`src/rtl/mac_fwd_lookup_pkg.sv`:
```
// Shared constants for the MAC forwarding lookup stage:
// header field offsets, port count and FSM encoding.
package mac_fwd_lookup_pkg;

    localparam int MAC_W    = 48;
    localparam int PORT_NUM = 4;

    localparam int DST_MSB    = 127;
    localparam int DST_LSB    = 80;
    localparam int SRC_MSB    = 79;
    localparam int SRC_LSB    = 32;
    localparam int TYPE_MSB   = 31;
    localparam int TYPE_LSB   = 16;
    localparam int ING_MSB    = 3;
    localparam int ING_LSB    = 0;
    localparam int DST_IG_BIT = 120;
    localparam int SRC_IG_BIT = 72;

    typedef enum logic [2:0] {
        ST_IDLE,
        ST_READ,
        ST_CAPTURE,
        ST_SEARCH,
        ST_LEARN,
        ST_OUT
    } state_e;

endpackage

```
`src/rtl/mac_fwd_table.sv`:
```
// Aging MAC table: valid/MAC/port/age arrays, age prescaler,
// one write port (flush wins) and one indexed read port.
module mac_fwd_table
    import mac_fwd_lookup_pkg::*;
#(
    parameter int ADDR_LEN    = 3,
    parameter int TICK_CYCLES = 100000000,
    parameter int AGE_LIMIT   = 15
) (
    input  logic                clk,
    input  logic                arst_n,
    input  logic                flush_i,
    input  logic                wr_en_i,
    input  logic [ADDR_LEN-1:0] wr_idx_i,
    input  logic [MAC_W-1:0]    wr_mac_i,
    input  logic [PORT_NUM-1:0] wr_port_i,
    input  logic [ADDR_LEN-1:0] rd_idx_i,
    output logic                rd_valid_o,
    output logic [MAC_W-1:0]    rd_mac_o,
    output logic [PORT_NUM-1:0] rd_port_o
);

    localparam int E  = 2 ** ADDR_LEN;
    localparam int PW = (TICK_CYCLES > 1) ? $clog2(TICK_CYCLES) : 1;
    localparam logic [PW-1:0] PRESC_LAST = PW'(TICK_CYCLES - 1);
    localparam logic [3:0]    AGE_MAX    = 4'(AGE_LIMIT);

    logic [PW-1:0]       presc_q;
    logic [E-1:0]        valid_q;
    logic [MAC_W-1:0]    mac_q  [E];
    logic [PORT_NUM-1:0] port_q [E];
    logic [3:0]          age_q  [E];
    logic [3:0]          age_d  [E];
    logic                tick;

    assign tick = (presc_q == PRESC_LAST);

    always_comb begin
        for (int i = 0; i < E; i++) begin
            age_d[i] = (age_q[i] == 4'hF) ? age_q[i] : age_q[i] + 4'd1;
        end
    end

    always_ff @(posedge clk or negedge arst_n) begin
        if (!arst_n) begin
            presc_q <= '0;
            valid_q <= '0;
            for (int i = 0; i < E; i++) begin
                mac_q[i]  <= '0;
                port_q[i] <= '0;
                age_q[i]  <= '0;
            end
        end else begin
            presc_q <= tick ? '0 : presc_q + 1'b1;
            for (int i = 0; i < E; i++) begin
                if (flush_i) begin
                    valid_q[i] <= 1'b0;
                end else if (wr_en_i && wr_idx_i == ADDR_LEN'(i)) begin
                    valid_q[i] <= 1'b1;
                    mac_q[i]   <= wr_mac_i;
                    port_q[i]  <= wr_port_i;
                    age_q[i]   <= 4'd0;
                end else if (tick && valid_q[i]) begin
                    // an entry that ages to the limit dies in this same update
                    age_q[i] <= age_d[i];
                    if (age_d[i] == AGE_MAX) valid_q[i] <= 1'b0;
                end
            end
        end
    end

    assign rd_valid_o = valid_q[rd_idx_i];
    assign rd_mac_o   = mac_q[rd_idx_i];
    assign rd_port_o  = port_q[rd_idx_i];

endmodule

```
`src/rtl/mac_fwd_lookup.sv`:
```
// Forwarding decision: pop header, scan table, learn source,
// present header plus egress mask over valid/ready.
module mac_fwd_lookup
    import mac_fwd_lookup_pkg::*;
#(
    parameter int HEADER_DWIDTH   = 128,
    parameter int TABLE_ADDR_LEN  = 3,
    parameter int AGE_TICK_CYCLES = 100000000,
    parameter int AGE_LIMIT       = 15
) (
    input  logic                     clk,
    input  logic                     arst_n,
    input  logic [HEADER_DWIDTH-1:0] h_fifo_dout,
    input  logic                     h_fifo_empty,
    output logic                     h_fifo_rden,
    input  logic [PORT_NUM-1:0]      mask_port,
    input  logic                     flush,
    output logic                     fwd_valid,
    input  logic                     fwd_ready,
    output logic [HEADER_DWIDTH-1:0] fwd_header,
    output logic [PORT_NUM-1:0]      fwd_port_mask,
    output logic                     fwd_hit
);

    localparam int AW = TABLE_ADDR_LEN;
    localparam logic [AW-1:0] LAST = AW'(2 ** AW - 1);

    state_e                   state_q;
    logic [HEADER_DWIDTH-1:0] hdr_q;
    logic [AW-1:0]            idx_q;
    logic [AW-1:0]            src_idx_q;
    logic [AW-1:0]            free_idx_q;
    logic [AW-1:0]            repl_q;
    logic [PORT_NUM-1:0]      dst_port_q;
    logic [PORT_NUM-1:0]      mask_q;
    logic                     dst_hit_q;
    logic                     src_hit_q;
    logic                     free_found_q;
    logic                     force_miss_q;
    logic                     rden_q;
    logic                     valid_q;
    logic                     hit_q;

    logic [MAC_W-1:0]    dst_mac;
    logic [MAC_W-1:0]    src_mac;
    logic [PORT_NUM-1:0] ing;
    logic                ing_ok;
    logic                src_mcast;
    logic                dst_mcast;
    logic [PORT_NUM-1:0] flood;

    logic                rd_valid;
    logic [MAC_W-1:0]    rd_mac;
    logic [PORT_NUM-1:0] rd_port;
    logic                dst_match;
    logic                src_match;

    logic                wr_en;
    logic [AW-1:0]       wr_idx;
    logic                repl_adv;
    logic [PORT_NUM-1:0] mask_d;
    logic                hit_d;

    assign dst_mac   = hdr_q[DST_MSB:DST_LSB];
    assign src_mac   = hdr_q[SRC_MSB:SRC_LSB];
    assign ing       = hdr_q[ING_MSB:ING_LSB];
    assign dst_mcast = hdr_q[DST_IG_BIT];
    assign src_mcast = hdr_q[SRC_IG_BIT];
    assign ing_ok    = (ing != '0) && ((ing & (ing - 1'b1)) == '0);
    assign flood     = ~ing & ~mask_port;

    assign dst_match = rd_valid && (rd_mac == dst_mac);
    assign src_match = rd_valid && (rd_mac == src_mac);

    assign wr_en    = (state_q == ST_LEARN) && ing_ok && !src_mcast
                      && !force_miss_q && !flush;
    assign wr_idx   = src_hit_q    ? src_idx_q  :
                      free_found_q ? free_idx_q : repl_q;
    assign repl_adv = wr_en && !src_hit_q && !free_found_q;

    always_comb begin
        mask_d = '0;
        hit_d  = 1'b0;
        if (!ing_ok) begin
            mask_d = '0;
        end else if (dst_mcast) begin
            mask_d = flood;
        end else if (force_miss_q || flush || !dst_hit_q) begin
            mask_d = flood;
        end else if (dst_port_q == ing) begin
            hit_d = 1'b1;
        end else begin
            mask_d = dst_port_q & ~mask_port;
            hit_d  = 1'b1;
        end
    end

    mac_fwd_table #(
        .ADDR_LEN    (AW),
        .TICK_CYCLES (AGE_TICK_CYCLES),
        .AGE_LIMIT   (AGE_LIMIT)
    ) u_table (
        .clk        (clk),
        .arst_n     (arst_n),
        .flush_i    (flush),
        .wr_en_i    (wr_en),
        .wr_idx_i   (wr_idx),
        .wr_mac_i   (src_mac),
        .wr_port_i  (ing),
        .rd_idx_i   (idx_q),
        .rd_valid_o (rd_valid),
        .rd_mac_o   (rd_mac),
        .rd_port_o  (rd_port)
    );

    always_ff @(posedge clk or negedge arst_n) begin
        if (!arst_n) begin
            state_q      <= ST_IDLE;
            hdr_q        <= '0;
            idx_q        <= '0;
            src_idx_q    <= '0;
            free_idx_q   <= '0;
            repl_q       <= '0;
            dst_port_q   <= '0;
            mask_q       <= '0;
            dst_hit_q    <= 1'b0;
            src_hit_q    <= 1'b0;
            free_found_q <= 1'b0;
            force_miss_q <= 1'b0;
            rden_q       <= 1'b0;
            valid_q      <= 1'b0;
            hit_q        <= 1'b0;
        end else begin
            unique case (state_q)
                ST_IDLE: begin
                    if (!h_fifo_empty) begin
                        state_q <= ST_READ;
                        rden_q  <= 1'b1;
                    end
                end
                ST_READ: begin
                    rden_q       <= 1'b0;
                    force_miss_q <= 1'b0;
                    state_q      <= ST_CAPTURE;
                end
                ST_CAPTURE: begin
                    hdr_q        <= h_fifo_dout;
                    idx_q        <= '0;
                    dst_hit_q    <= 1'b0;
                    src_hit_q    <= 1'b0;
                    free_found_q <= 1'b0;
                    if (flush) force_miss_q <= 1'b1;
                    state_q      <= ST_SEARCH;
                end
                ST_SEARCH: begin
                    if (flush) force_miss_q <= 1'b1;
                    if (dst_match && !dst_hit_q) begin
                        dst_hit_q  <= 1'b1;
                        dst_port_q <= rd_port;
                    end
                    if (src_match && !src_hit_q) begin
                        src_hit_q <= 1'b1;
                        src_idx_q <= idx_q;
                    end
                    if (!rd_valid && !free_found_q) begin
                        free_found_q <= 1'b1;
                        free_idx_q   <= idx_q;
                    end
                    idx_q <= idx_q + 1'b1;
                    if (idx_q == LAST) state_q <= ST_LEARN;
                end
                ST_LEARN: begin
                    mask_q  <= mask_d;
                    hit_q   <= hit_d;
                    valid_q <= 1'b1;
                    if (repl_adv) repl_q <= repl_q + 1'b1;
                    state_q <= ST_OUT;
                end
                ST_OUT: begin
                    // chain straight into the next pop to keep E+4 spacing
                    if (fwd_ready) begin
                        valid_q <= 1'b0;
                        if (!h_fifo_empty) begin
                            state_q <= ST_READ;
                            rden_q  <= 1'b1;
                        end else begin
                            state_q <= ST_IDLE;
                        end
                    end
                end
                default: state_q <= ST_IDLE;
            endcase
        end
    end

    assign h_fifo_rden   = rden_q;
    assign fwd_valid     = valid_q;
    assign fwd_header    = hdr_q;
    assign fwd_port_mask = mask_q;
    assign fwd_hit       = hit_q;

endmodule

```
`config.mk`:
```
export PLATFORM = sky130hd
export DESIGN_NAME = mac_fwd_lookup
export DESIGN_NICKNAME = d
export VERILOG_FILES = /design/src/rtl/mac_fwd_lookup_pkg.sv /design/src/rtl/mac_fwd_table.sv /design/src/rtl/mac_fwd_lookup.sv
export SDC_FILE = /design/constraint.sdc
export NUM_CORES = 1
export LEC_CHECK = 0
export CORE_MARGIN = 8
export CORE_UTILIZATION = 58
export CTS_CLUSTER_SIZE = 40
export DETAILED_ROUTE_END_ITERATION = 10
export PLACE_DENSITY = 0.8
export SETUP_SLACK_MARGIN = 0.02
export SYNTH_ARGS = -nofsm -noshare
export SYNTH_HDL_FRONTEND = slang
export SYNTH_HIERARCHICAL = 1
export SYNTH_SLANG_ARGS = --single-unit
```
`constraint.sdc`:
```
create_clock -name clk -period 4.7 [get_ports clk]
set_clock_uncertainty 0.05 [all_clocks]
set_input_delay 1.41 -clock clk [delete_from_list [all_inputs] [get_ports clk]]
set_output_delay 1.41 -clock clk [all_outputs]
set_load 0.03 [all_outputs]
```
* Word-level counts from Yosys, hierarchy flattened
Cells that the tools add are included.
** Cells by class
- Eq/ne operators :: 40
- Reductions and logical operators :: 105
- Mux-type cells :: 93
- Bitwise logic cells :: 7
- Add/sub/neg operators :: 12
- $lt $le $gt $ge :: 2
** Operator list (number)
- binary-select mux 48 bit (select 3 bit) :: 1
- 2-to-1 mux 4 bit :: 30
- equality test 48 bit :: 2
- 2-to-1 mux 48 bit :: 2
- AND reduction 2 bit :: 34
- equality test 4 bit (second input constant) :: 16
- nonzero test 3 bit :: 17
- 2-to-1 mux 1 bit :: 44
- adder 4 x 1 -> 4 bit (second input constant) :: 8
- logical AND 1 bit :: 28
- adder 27 x 1 -> 27 bit (second input constant) :: 1
- equality test 27 bit (second input constant) :: 1
- 2-to-1 mux 27 bit :: 1
- nonzero test 2 bit :: 11
- equality test 3 bit (second input constant) :: 7
- case mux 3 bit (6 select lines) :: 1
- 2-to-1 mux 3 bit :: 5
- bitwise AND 4 bit :: 3
- binary-select mux 4 bit (select 3 bit) :: 1
- equality test 3 x 2 -> 1 bit (second input constant) :: 4
- != test 2 bit (second input constant) :: 6
- case mux 1 bit (2 select lines) :: 5
- NOT 4 bit :: 2
- zero test 1 bit :: 7
- 18 further kinds :: 22
** Storage, ports and cells
- Register bits :: 641
- Input bits :: 137
- Output and inout port bits :: 135
- Logic and storage cells :: 307

* Longest topological paths before layout
Gate-level depths: netlist (run 1).
- Depth after elaboration :: 11
- Depth in mapped cells :: 12
- Depth with buffers taken out :: 9

* Cells and area by module
Netlist (run 1), hierarchy kept.
** By module, submodules not included
- mac_fwd_table :: instances 1, cells an instance 1833, area an instance 22419.0 µm², sequential area each 12086.6 µm²
- mac_fwd_lookup :: instances 1, cells an instance 810, area an instance 7277.0 µm², sequential area each 3953.8 µm²

* Least setup slack after synthesis (run 1)
No wires, ideal clock.
- Path kind :: register -> register
- Start point :: register idx_q[0]
- End point :: register dst_port_q[0]
- Arrival time :: 3.753 ns
- Period minus slack after synthesis :: 3.928 ns
- Buffers on the path :: 3
- Setup slack :: 0.772 ns
- Required time :: 4.525 ns
- Cell stages (with the launch flop) :: 11
- Setup time :: 0.125 ns
- Cells stage by stage :: dfrtp_1 -> clkbuf_1 -> buf_1 -> buf_2 -> mux4_2 -> mux2_2 -> xor2_1 -> nor4_1 -> nand4_1 -> nor4_1 -> mux2_2
** Between the ends
- Longest elaborated chain between the ends :: 8
- Elaborated cells on any way between the ends :: 13
- Those cells by class :: eq/ne: 1; mux: 8; bitwise: 1; reduce/logical: 3
** Ends and longest elaborated chain
- start, declared :: line mac_fwd_lookup.sv:30 : logic [AW-1:0] idx_q;
- start signal, assigned :: line mac_fwd_lookup.sv:169 : idx_q <= idx_q + 1'b1;
- NOT 3 -> 4 bit (not written as such) :: line mac_fwd_table.sv:73 : assign rd_mac_o = mac_q[rd_idx_i];
- binary-select mux 48 bit (select 3 bit) :: line mac_fwd_table.sv:73
- 2-to-1 mux 48 bit (not written as such) (2 in series) :: line mac_fwd_table.sv:73
- net rd_mac[13] :: line mac_fwd_lookup.sv:53 : logic [MAC_W-1:0] rd_mac;
- equality test 48 bit :: line mac_fwd_lookup.sv:72 : assign dst_match = rd_valid && (rd_mac == dst_mac);
- logical AND 1 bit :: line mac_fwd_lookup.sv:72
- logical AND 1 bit :: line mac_fwd_lookup.sv:157 : if (dst_match && !dst_hit_q) begin
- AND reduction 2 bit (no line)
- end signal, assigned :: line mac_fwd_lookup.sv:159 : dst_port_q <= rd_port;
- end, declared :: line mac_fwd_lookup.sv:34 : logic [PORT_NUM-1:0] dst_port_q;
The timed path passes the listed nets, and every way through them passes these cells. The select of a mux whose other input is x is not followed.
A chain may end at the register's enable or synchronous reset.

* Final worst setup path (run 1)
- Start point :: register idx_q[0]
- End point :: register dst_port_q[1]
Same word-level chain as after synthesis.

==> results of run 1 <==
[placed cells by master, fill, tap and decap left out, types with 5 or more instances in the layout]
cell type        count
a211oi_1             5
a21oi_1             24
a31oi_1              6
and3_1              15
and4b_1              5
buf_12              23
buf_4               46
clkbuf_1            17
clkbuf_16           69
clkbuf_8            17
clkdlybuf4s50_1    270
clkinv_2            11
dfrtp_1            638
ha_1                12
inv_1               28
mux2_2             323
mux2i_1             16
mux4_2             106
nand2_1            904
nand2b_1            13
nand3_1             40
nand3b_1             5
nand4_1             17
nand4b_1             5
nor2_1              42
nor2_4               8
nor2b_1              9
nor3_1              17
nor4_1              29
o21ai_0             39
o31ai_1              7
xnor2_1             19
xor2_1             101
[flip-flops by register name, summed over array words and instances, names as in the netlist]
| name | cells |
|---|---|
| free_found_q | 1 |
| h_fifo_rden | 1 |
| state_q | 3 |
| force_miss_q | 1 |
| free_idx_q | 3 |
| u_table/presc_q | 27 |
| src_hit_q | 1 |
| fwd_hit | 1 |
| dst_hit_q | 1 |
| src_idx_q | 3 |
| u_table/mac_q | 384 |
| u_table/port_q | 32 |
| u_table/age_q | 32 |
| fwd_port_mask | 4 |
| dst_port_q | 4 |
| fwd_header | 128 |
| u_table/valid_q | 8 |
| idx_q | 3 |
| repl_q | 3 |
| fwd_valid | 1 |
[final timing paths]
kind,cells after the start,slack [ns],end
max,9,0.56,dst_port_q[1]$_DFFE_PN0P_
min,2,0.42,u_table/mac_q[277]$_DFFE_PN0P_
max reg2reg,9,0.56,dst_port_q[1]$_DFFE_PN0P_
min reg2reg,2,0.42,u_table/mac_q[277]$_DFFE_PN0P_
max in group asynchronous,2,2.50,u_table/mac_q[59]$_DFFE_PN0P_
min in group asynchronous,1,0.84,u_table/presc_q[12]$_DFF_PN0_
[layout make-up]
class                   count  share of cell area
multi-input cells        1844               0.366
well taps                 680              0.0237
inverters                  30             0.00314
clock buffers             103              0.0565
flip-flops and latches    641               0.448
clock inverters            19             0.00433
repair buffers            340              0.0983
[cells by family after synthesis]
family                     Yosys count  synth area share
adders and majority gates           12           0.00506
buffers and inverters              158            0.0207
DFF                                641             0.540
muxes                              447             0.209
and+or+nand+nor                   1148             0.164
AOI/OAI and AO/OA                  117            0.0254
xor gates and xnor gates           120            0.0354
[synthesized netlist by cell type (5+ instances only)]
master and n:
mux2i_1 16, o21ai_0 39, buf_2 10, nand4_1 17, xnor2_1 19, nand2b_1 13
nand3b_1 5, nand3_1 40, and3_1 15, mux2_2 323, and4b_1 5, nand4b_1 5
a31oi_1 6, buf_1 11, a21oi_1 24, a211oi_1 5, dfrtp_1 641, nor3_1 17
xor2_1 101, nand2_1 907, ha_1 12, o31ai_1 7, nor2b_1 9, inv_1 28
or2_2 5, nor2_1 50, clkbuf_1 105, mux4_2 106, nor4_1 29
[report_power, final]
group	switching, mW	leakage (nW)	internal (mW)
registers	1.41	8.69	6.11
logic	3.25	7.94	2.19
clock network	2.19	1.08	3.04
total	6.85	17.7	11.3
[critical path, cell delays in order (launching register included)]
cell,delay (ns)
dfrtp_4,0.80
buf_12,0.34
mux4_2,0.56
mux2_2,0.30
xor2_1,0.18
nor4_1,0.53
nand4_1,0.27
nor4_1,0.35
buf_4,0.23
mux2_2,0.35
[metal layers]
metal	share of wire	vias to the layer above	track usage
li1	-	9572	-
met1	0.39	11100	0.360
met2	0.49	1037	0.464
met3	0.081	223	0.0600
met4	0.043	2	0.127
met5	0.00063	-	0
[metrics by stage]
step / total power [mW] / setup slack [ns]
CTS: 18.2 / 0.569
global route: 18.9 / 0.445
global placement: 12.8 / 0.352
finish: 18.2 / 0.559
detailed placement: 13.0 / 0.303
floorplan: 10.1 / 0.772
==> reports/qor.yml, run 1 <==
route.vias.total: 21900
synth.avg_cell_area_um2: 11.2
leakagePower_nw: 17.7
synth_ff_type: "dfrtp_1"
cts_hold_buf: 0
placed_area_mm2: 0.0336
post_cts_buffers: 0
overflow: 0
die_w_um: 242
io_pins: 272
outcome: "completed"
port_buffers: 271
hp-start: "u_table/mac_q[277]$_DFFE_PN0P_"
drive_gt1_frac: 0.216
hold_path.class: "flop to flop"
cp_data_arrival_time_ns: 4.57
fin_crit_ns: 4.14
die_h_um: 242
critical_path_required_ns: 5.12
synth_edf_count: 0
synth-seq-cells: 641
instances_no_fill: 3657
multiInputGateArea_mm2: 0.0131
wl_mm: 83.7
end_kind: "flop"
drt_iter0_drc: 2083
r2r-start: "idx_q[0]$_DFFE_PN0P_"
place_congestion: 0.857
dieArea_mm2: 0.0587
yosys_warnings: 6
antenna_found_initial: 0
area_growth_pct: 20.6
hold_slack_ns: 0.419
synth_nets: 2792
cts_tree: "built"
syn_inst: 2643
rsz0062_at_grt: "false"
syn_area_mm2: 0.0297
synth_top_cell_by_area: "dfrtp_1"
fin_tns_setup_ns: 0
ys_async_sr_fraction: 1.00
power.density_mw_per_mm2: 508
clkTransAtPathRegs_ns: 0.06
core_area_mm2: 0.0510
finalCritPeriodShare: 0.881
root_buffer: "clkbuf_16"
drc: 0
cts-buffers-inserted: 68
tightest_slew_ns: 1.14
max_slew_margin: 0.231
ir_worst_vdd_mv: 0.453
grt_max_degree: 119
finalSetupViolations: 0
ff_latch_area_mm2: 0.0160
yosysUniqueCellTypes: 71
cts_max_path_buffers: 3
grt_pass1_vias: 23200
synthTopCellsByArea: "dfrtp_1 (54%), mux2_2 (12%), nand2_1 (11%)"
start_kind: "flop"
max-cap-violations: 0
synth_top_area_frac: 0.540
grt_pass1_wl_mm: 132
cts.sinks: 641
drv_slew: 0
num_rows: 83
cts_resized: 0
wl_per_cell_um: 22.9
insertion_delay_ns: 0.60
hold_violations: 0
via_per_inst: 5.99
cp-startpoint: "idx_q[0]$_DFFE_PN0P_"
firstDrtPassIters: 6
max_freq_mhz: 241
design_area_mm2: 0.0358
crit_path_max_fanout: 29
dp_cells: 3534
final_util: 0.703
start_util: 0.582
n_antenna_cell: 0
track_usage: 0.282
htreeDepth: 3
fillers: 3406
synth_seq_area_share: 0.540
hpwl_mm: 54.8
final_nets: 3074
path_class: "flop to flop"
antenna_left: 0
Note: power is estimated with default switching activity, not from simulation.
==> run 2, diff against run 1 <==
CORE_MARGIN = 3   (was 8)
RECOVER_POWER = 50   (was not set)
==> reports/qor.yml, run 2 (synthesis results as in run 1) <==
htreeDepth: 3
die_h_um: 232
cp_top_family: "multiplexers"
path_class: "flop to flop"
fin_crit_ns: 4.30
top_layer_used: "met5"
crit_path_max_fanout: 31
fin_tns_setup_ns: 0
tightest_slew_ns: 2.74
grt_max_degree: 94
insertion_delay_ns: 0.61
antenna_left: 0
cts_resized: 0
start_kind: "flop"
leakagePower_nw: 17.6
area_growth_pct: 20.3
worstPathCellList: "buf_4 -> buf_4 -> mux4_2 -> mux2_2 -> xor2_1 -> nor4_1 -> nand4_1 -> nor4_1 -> buf_4 -> mux2_2"
drc: 0
cp_data_arrival_time_ns: 4.73
critical_path_buf_inv_count: 3
core_area_mm2: 0.0504
max_freq_mhz: 233
final_cell_mix: "nand2_1 (904), dfrtp_1 (638), mux2_2 (323)"
hold_violations: 0
root_buffer: "clkbuf_16"
wl_met1_mm: 32.2
dr_wl_met3_mm: 6.53
finalSetupViolations: 0
drive_gt1_frac: 0.211
fillers: 3298
drt_iter0_drc: 2118
hold_path.class: "flop to flop"
ir_worst_vdd_mv: 0.491
finalCritPeriodShare: 0.915
critical_path_required_ns: 5.13
ff_latch_area_mm2: 0.0160
multiInputGateArea_mm2: 0.0131
drv_slew: 263
overflow: 0
track_usage: 0.310
layout_commonest_cell: "nand2_1"
grt_pass1_wl_mm: 130
rsz0062_at_grt: "false"
die_w_um: 232
top_register: "u_table/mac_q"
cts.sinks: 641
crit_top_cell: "buf_4"
antenna_found_initial: 2
route.vias.total: 22100
grt_pass1_vias: 23200
io_pins: 272
port_buffers: 271
dieArea_mm2: 0.0540
cp_slowest_stage_delay_ns: 0.90
final_nets: 3075
clkTransAtPathRegs_ns: 0.06
firstDrtPassIters: 6
place_congestion: 0.873
wl_mm: 83.1
met2WireLength_mm: 41.1
cts_tree: "built"
via_per_inst: 6.07
power.density_mw_per_mm2: 507
start_util: 0.589
max_slew_margin: -0.828
wl_per_cell_um: 22.8
num_rows: 82
cts_max_path_buffers: 3
outcome: "finished with violations"
end_kind: "flop"
failed_checks: "capacitance limit, slew limit"
post_cts_buffers: 0
cts-buffers-inserted: 66
cts_hold_buf: 0
largest_reg_flops: 384
max-cap-violations: 4
total_power_mw: 18.1
reg2reg_slack_ns: 0.40
hpwl_mm: 54.5
critPathSlowestCell: "dfrtp_4"
-- run 2: cell types whose count changed in the layout (fill, tap and decap cells not counted), sizes merged, moves of 2 or more --
cell | previous run | this run
buf | 70 | 60
clkbuf | 103 | 111
inv | 34 | 30
clkinv | 12 | 10
clkinvlp | 2 | 4
-- run 2: final timing paths --
kind                                            start                            end  depth (start not counted)
worst max-delay path             idx_q[0]$_DFFE_PN0P_       src_idx_q[0]$_DFFE_PN0P_                         10
worst min-delay path            repl_q[2]$_DFFE_PN0P_          repl_q[2]$_DFFE_PN0P_                          1
worst max register to register   idx_q[0]$_DFFE_PN0P_       src_idx_q[0]$_DFFE_PN0P_                         10
worst min register to register  repl_q[2]$_DFFE_PN0P_          repl_q[2]$_DFFE_PN0P_                          1
max in group asynchronous                      arst_n    fwd_header[125]$_DFFE_PN0P_                          2
min in group asynchronous                      arst_n  u_table/presc_q[17]$_DFF_PN0_                          1
-- run 2: cell type report --
cell class / count / share of cell area
Clock inverter: 16 / 0.00403
Multi-Input combinational cell: 1844 / 0.367
Antenna cell: 1 / 0.0000700
Inverter: 30 / 0.00315
Sequential cell: 641 / 0.449
Clock buffer: 98 / 0.0556
Tap cell: 672 / 0.0235
Timing Repair Buffer: 343 / 0.0978
-- run 2: per-layer routing --
layer	vias up	global-route usage
li1	9570	-
met1	11300	0.399
met2	1018	0.516
met3	218	0.0639
met4	2	0.125
met5	-	0
-- run 2: stage by stage --
stage / setup WS, ns / hold WS, ns / util / instance area [µm²] / instances
2_1_floorplan: 0.772 / 0.391 / - / 29700 / 2643
3_3_place_gp: 0.440 / 0.402 / 0.668 / 33700 / 3530
3_5_place_dp: 0.413 / 0.410 / 0.668 / 33700 / 3530
4_1_cts: 0.503 / 0.419 / 0.711 / 35800 / 3644
5_1_grt: 0.273 / 0.440 / 0.709 / 35700 / 3644
6_report: 0.400 / 0.417 / 0.709 / 35700 / 3645
-- run 2: report_power, final --
group	internal, mW	switching, mW	leakage, nW	total [mW]
clock network	3.04	2.15	1.04	5.19
logic	2.21	3.18	7.91	5.38
registers	6.11	1.44	8.69	7.54
-- run 2: worst reg2reg max path: stages (launching register included) --
cell	delay, ns
dfrtp_4	0.90
buf_4	0.36
buf_4	0.25
mux4_2	0.53
mux2_2	0.31
xor2_1	0.20
nor4_1	0.46
nand4_1	0.14
nor4_1	0.39
buf_4	0.24
mux2_2	0.34
==> run 3, diff against run 2 <==
CTS_CLUSTER_DIAMETER = 150   (was not set)
==> reports/qor.yml, run 3 (synthesis results as in run 1) <==
power_frac_comb: 0.349
cts_max_path_buffers: 3
design_area_mm2: 0.0342
total_power_mw: 15.3
worstPathCellList: "buf_4 -> buf_4 -> mux4_2 -> mux2_2 -> xor2_1 -> nor4_1 -> nand4_1 -> nor4_1 -> buf_4 -> mux2_2"
critPathSlowestCell: "dfrtp_4"
grt_pass1_wl_mm: 124
tightest_slew_ns: 2.71
fin_tns_setup_ns: 0
finalCritPeriodShare: 0.908
die_w_um: 232
instances_no_fill: 3556
end_kind: "flop"
outcome: "finished with violations"
max_freq_mhz: 234
ir_worst_vdd_mv: 0.418
place_congestion: 0.873
cp_slowest_stage_delay_ns: 0.94
cp_top_family: "multiplexers"
hold_path.class: "flop to flop"
final_util: 0.678
netSwitchingPower_mw: 6.18
htreeDepth: 1
failed_checks: "capacitance limit, slew limit"
cts_tree: "built"
core_area_mm2: 0.0504
finalSetupViolations: 0
critical_path_required_ns: 5.17
wl_per_cell_um: 22.3
crit_path_max_fanout: 31
start_util: 0.589
max_slew_margin: -0.805
placed_area_mm2: 0.0337
seqPwrFrac: 0.490
fin_crit_ns: 4.27
final_cell_mix: "nand2_1 (904), dfrtp_1 (638), mux2_2 (323)"
cp-startpoint: "idx_q[0]$_DFFE_PN0P_"
post-place-ws_ns: 0.413
via_per_inst: 6.07
rsz0062_at_grt: "false"
overflow: 0
io_pins: 272
hpwl_mm: 54.5
port_buffers: 271
p_sw_frac: 0.403
largest_reg_flops: 384
layout_commonest_cell: "nand2_1"
hold_violations: 0
post_cts_buffers: 0
dieArea_mm2: 0.0540
power.density_mw_per_mm2: 448
firstDrtPassIters: 5
start_kind: "flop"
r2r-start: "idx_q[0]$_DFFE_PN0P_"
hp-start: "repl_q[2]$_DFFE_PN0P_"
insertion_delay_ns: 0.60
max-cap-violations: 4
grt_max_degree: 94
cts_hold_buf: 0
drv_slew: 263
cts.sinks: 641
area_growth_pct: 15.1
hold_slack_ns: 0.429
top_register: "u_table/mac_q"
track_usage: 0.294
drive_gt1_frac: 0.191
path_class: "flop to flop"
setup_ws_ns: 0.430
crit_top_cell: "buf_4"
antenna_found_initial: 0
critical_path_buf_inv_count: 3
grt_pass1_vias: 22200
cts_resized: 0
antenna_left: 0
n_antenna_cell: 0
internal-power_mw: 9.14
dp_cells: 3530
clkTransAtPathRegs_ns: 0.15
cts-buffers-inserted: 20
leakagePower_nw: 16.9
final_nets: 3029
drt_iter0_drc: 2205
drc: 0
cp_data_arrival_time_ns: 4.73
root_buffer: "clkbuf_16"
p_clk_frac: 0.161
route.vias.total: 21600
die_h_um: 232
wl_mm: 79.2
num_rows: 82
fillers: 3578
-- run 3: cell types whose count changed in the layout (fill, tap and decap cells not counted) --
cell / delta
clkbuf_16: -50
clkbuf_1: -12
clkbuf_8: -11
clkinv_2: -9
clkinvlp_4: -4
bufinv_16: -2
clkinv_16: +1
diode_2: -1
inv_6: -1
-- run 3: layout make-up --
class / count / area (µm²) / area share
clock inverter: 1 / 30.0 / 0.000879
clock buffer: 25 / 541 / 0.0158
inverter: 30 / 113 / 0.00330
multi-input combinational: 1844 / 13100 / 0.383
tap: 672 / 841 / 0.0246
timing repair buffer: 343 / 3490 / 0.102
sequential: 641 / 16000 / 0.470
-- run 3: path summary, 6_finish.rpt --
kind                                                 end  slack [ns]  cells after the start
min in group asynchronous  u_table/presc_q[17]$_DFF_PN0_        1.59                      1
min                                repl_q[2]$_DFFE_PN0P_        0.43                      1
min reg2reg                        repl_q[2]$_DFFE_PN0P_        0.43                      1
max in group asynchronous      fwd_header[1]$_DFFE_PN0P_        0.78                      2
max reg2reg                     src_idx_q[2]$_DFFE_PN0P_        0.43                     10
max                             src_idx_q[2]$_DFFE_PN0P_        0.43                     10
-- run 3: power groups by stage --
stage / sequential, mW / combinational (mW) / clock, mW
after global routing: 7.62 / 5.69 / 2.69
final: 7.51 / 5.34 / 2.47
after floorplan: 8.02 / 2.11 / 0
after global placement: 7.54 / 5.28 / 0
after CTS: 7.49 / 5.37 / 2.51
after detailed placement: 7.59 / 5.35 / 0
-- run 3: metal layers --
layer	vias to the layer above	track usage	wire length, µm
met5	-	0	0
met4	0	0.102	2980
met3	183	0.0405	5510
met2	905	0.488	38800
met1	11000	0.401	31900
li1	9458	-	-
-- run 3: worst register-to-register path: stages (launching register included) --
cell	delay, ns
dfrtp_4	0.94
buf_4	0.36
buf_4	0.24
mux4_2	0.53
mux2_2	0.31
xor2_1	0.20
nor4_1	0.45
nand4_1	0.14
nor4_1	0.39
buf_4	0.24
mux2_2	0.34
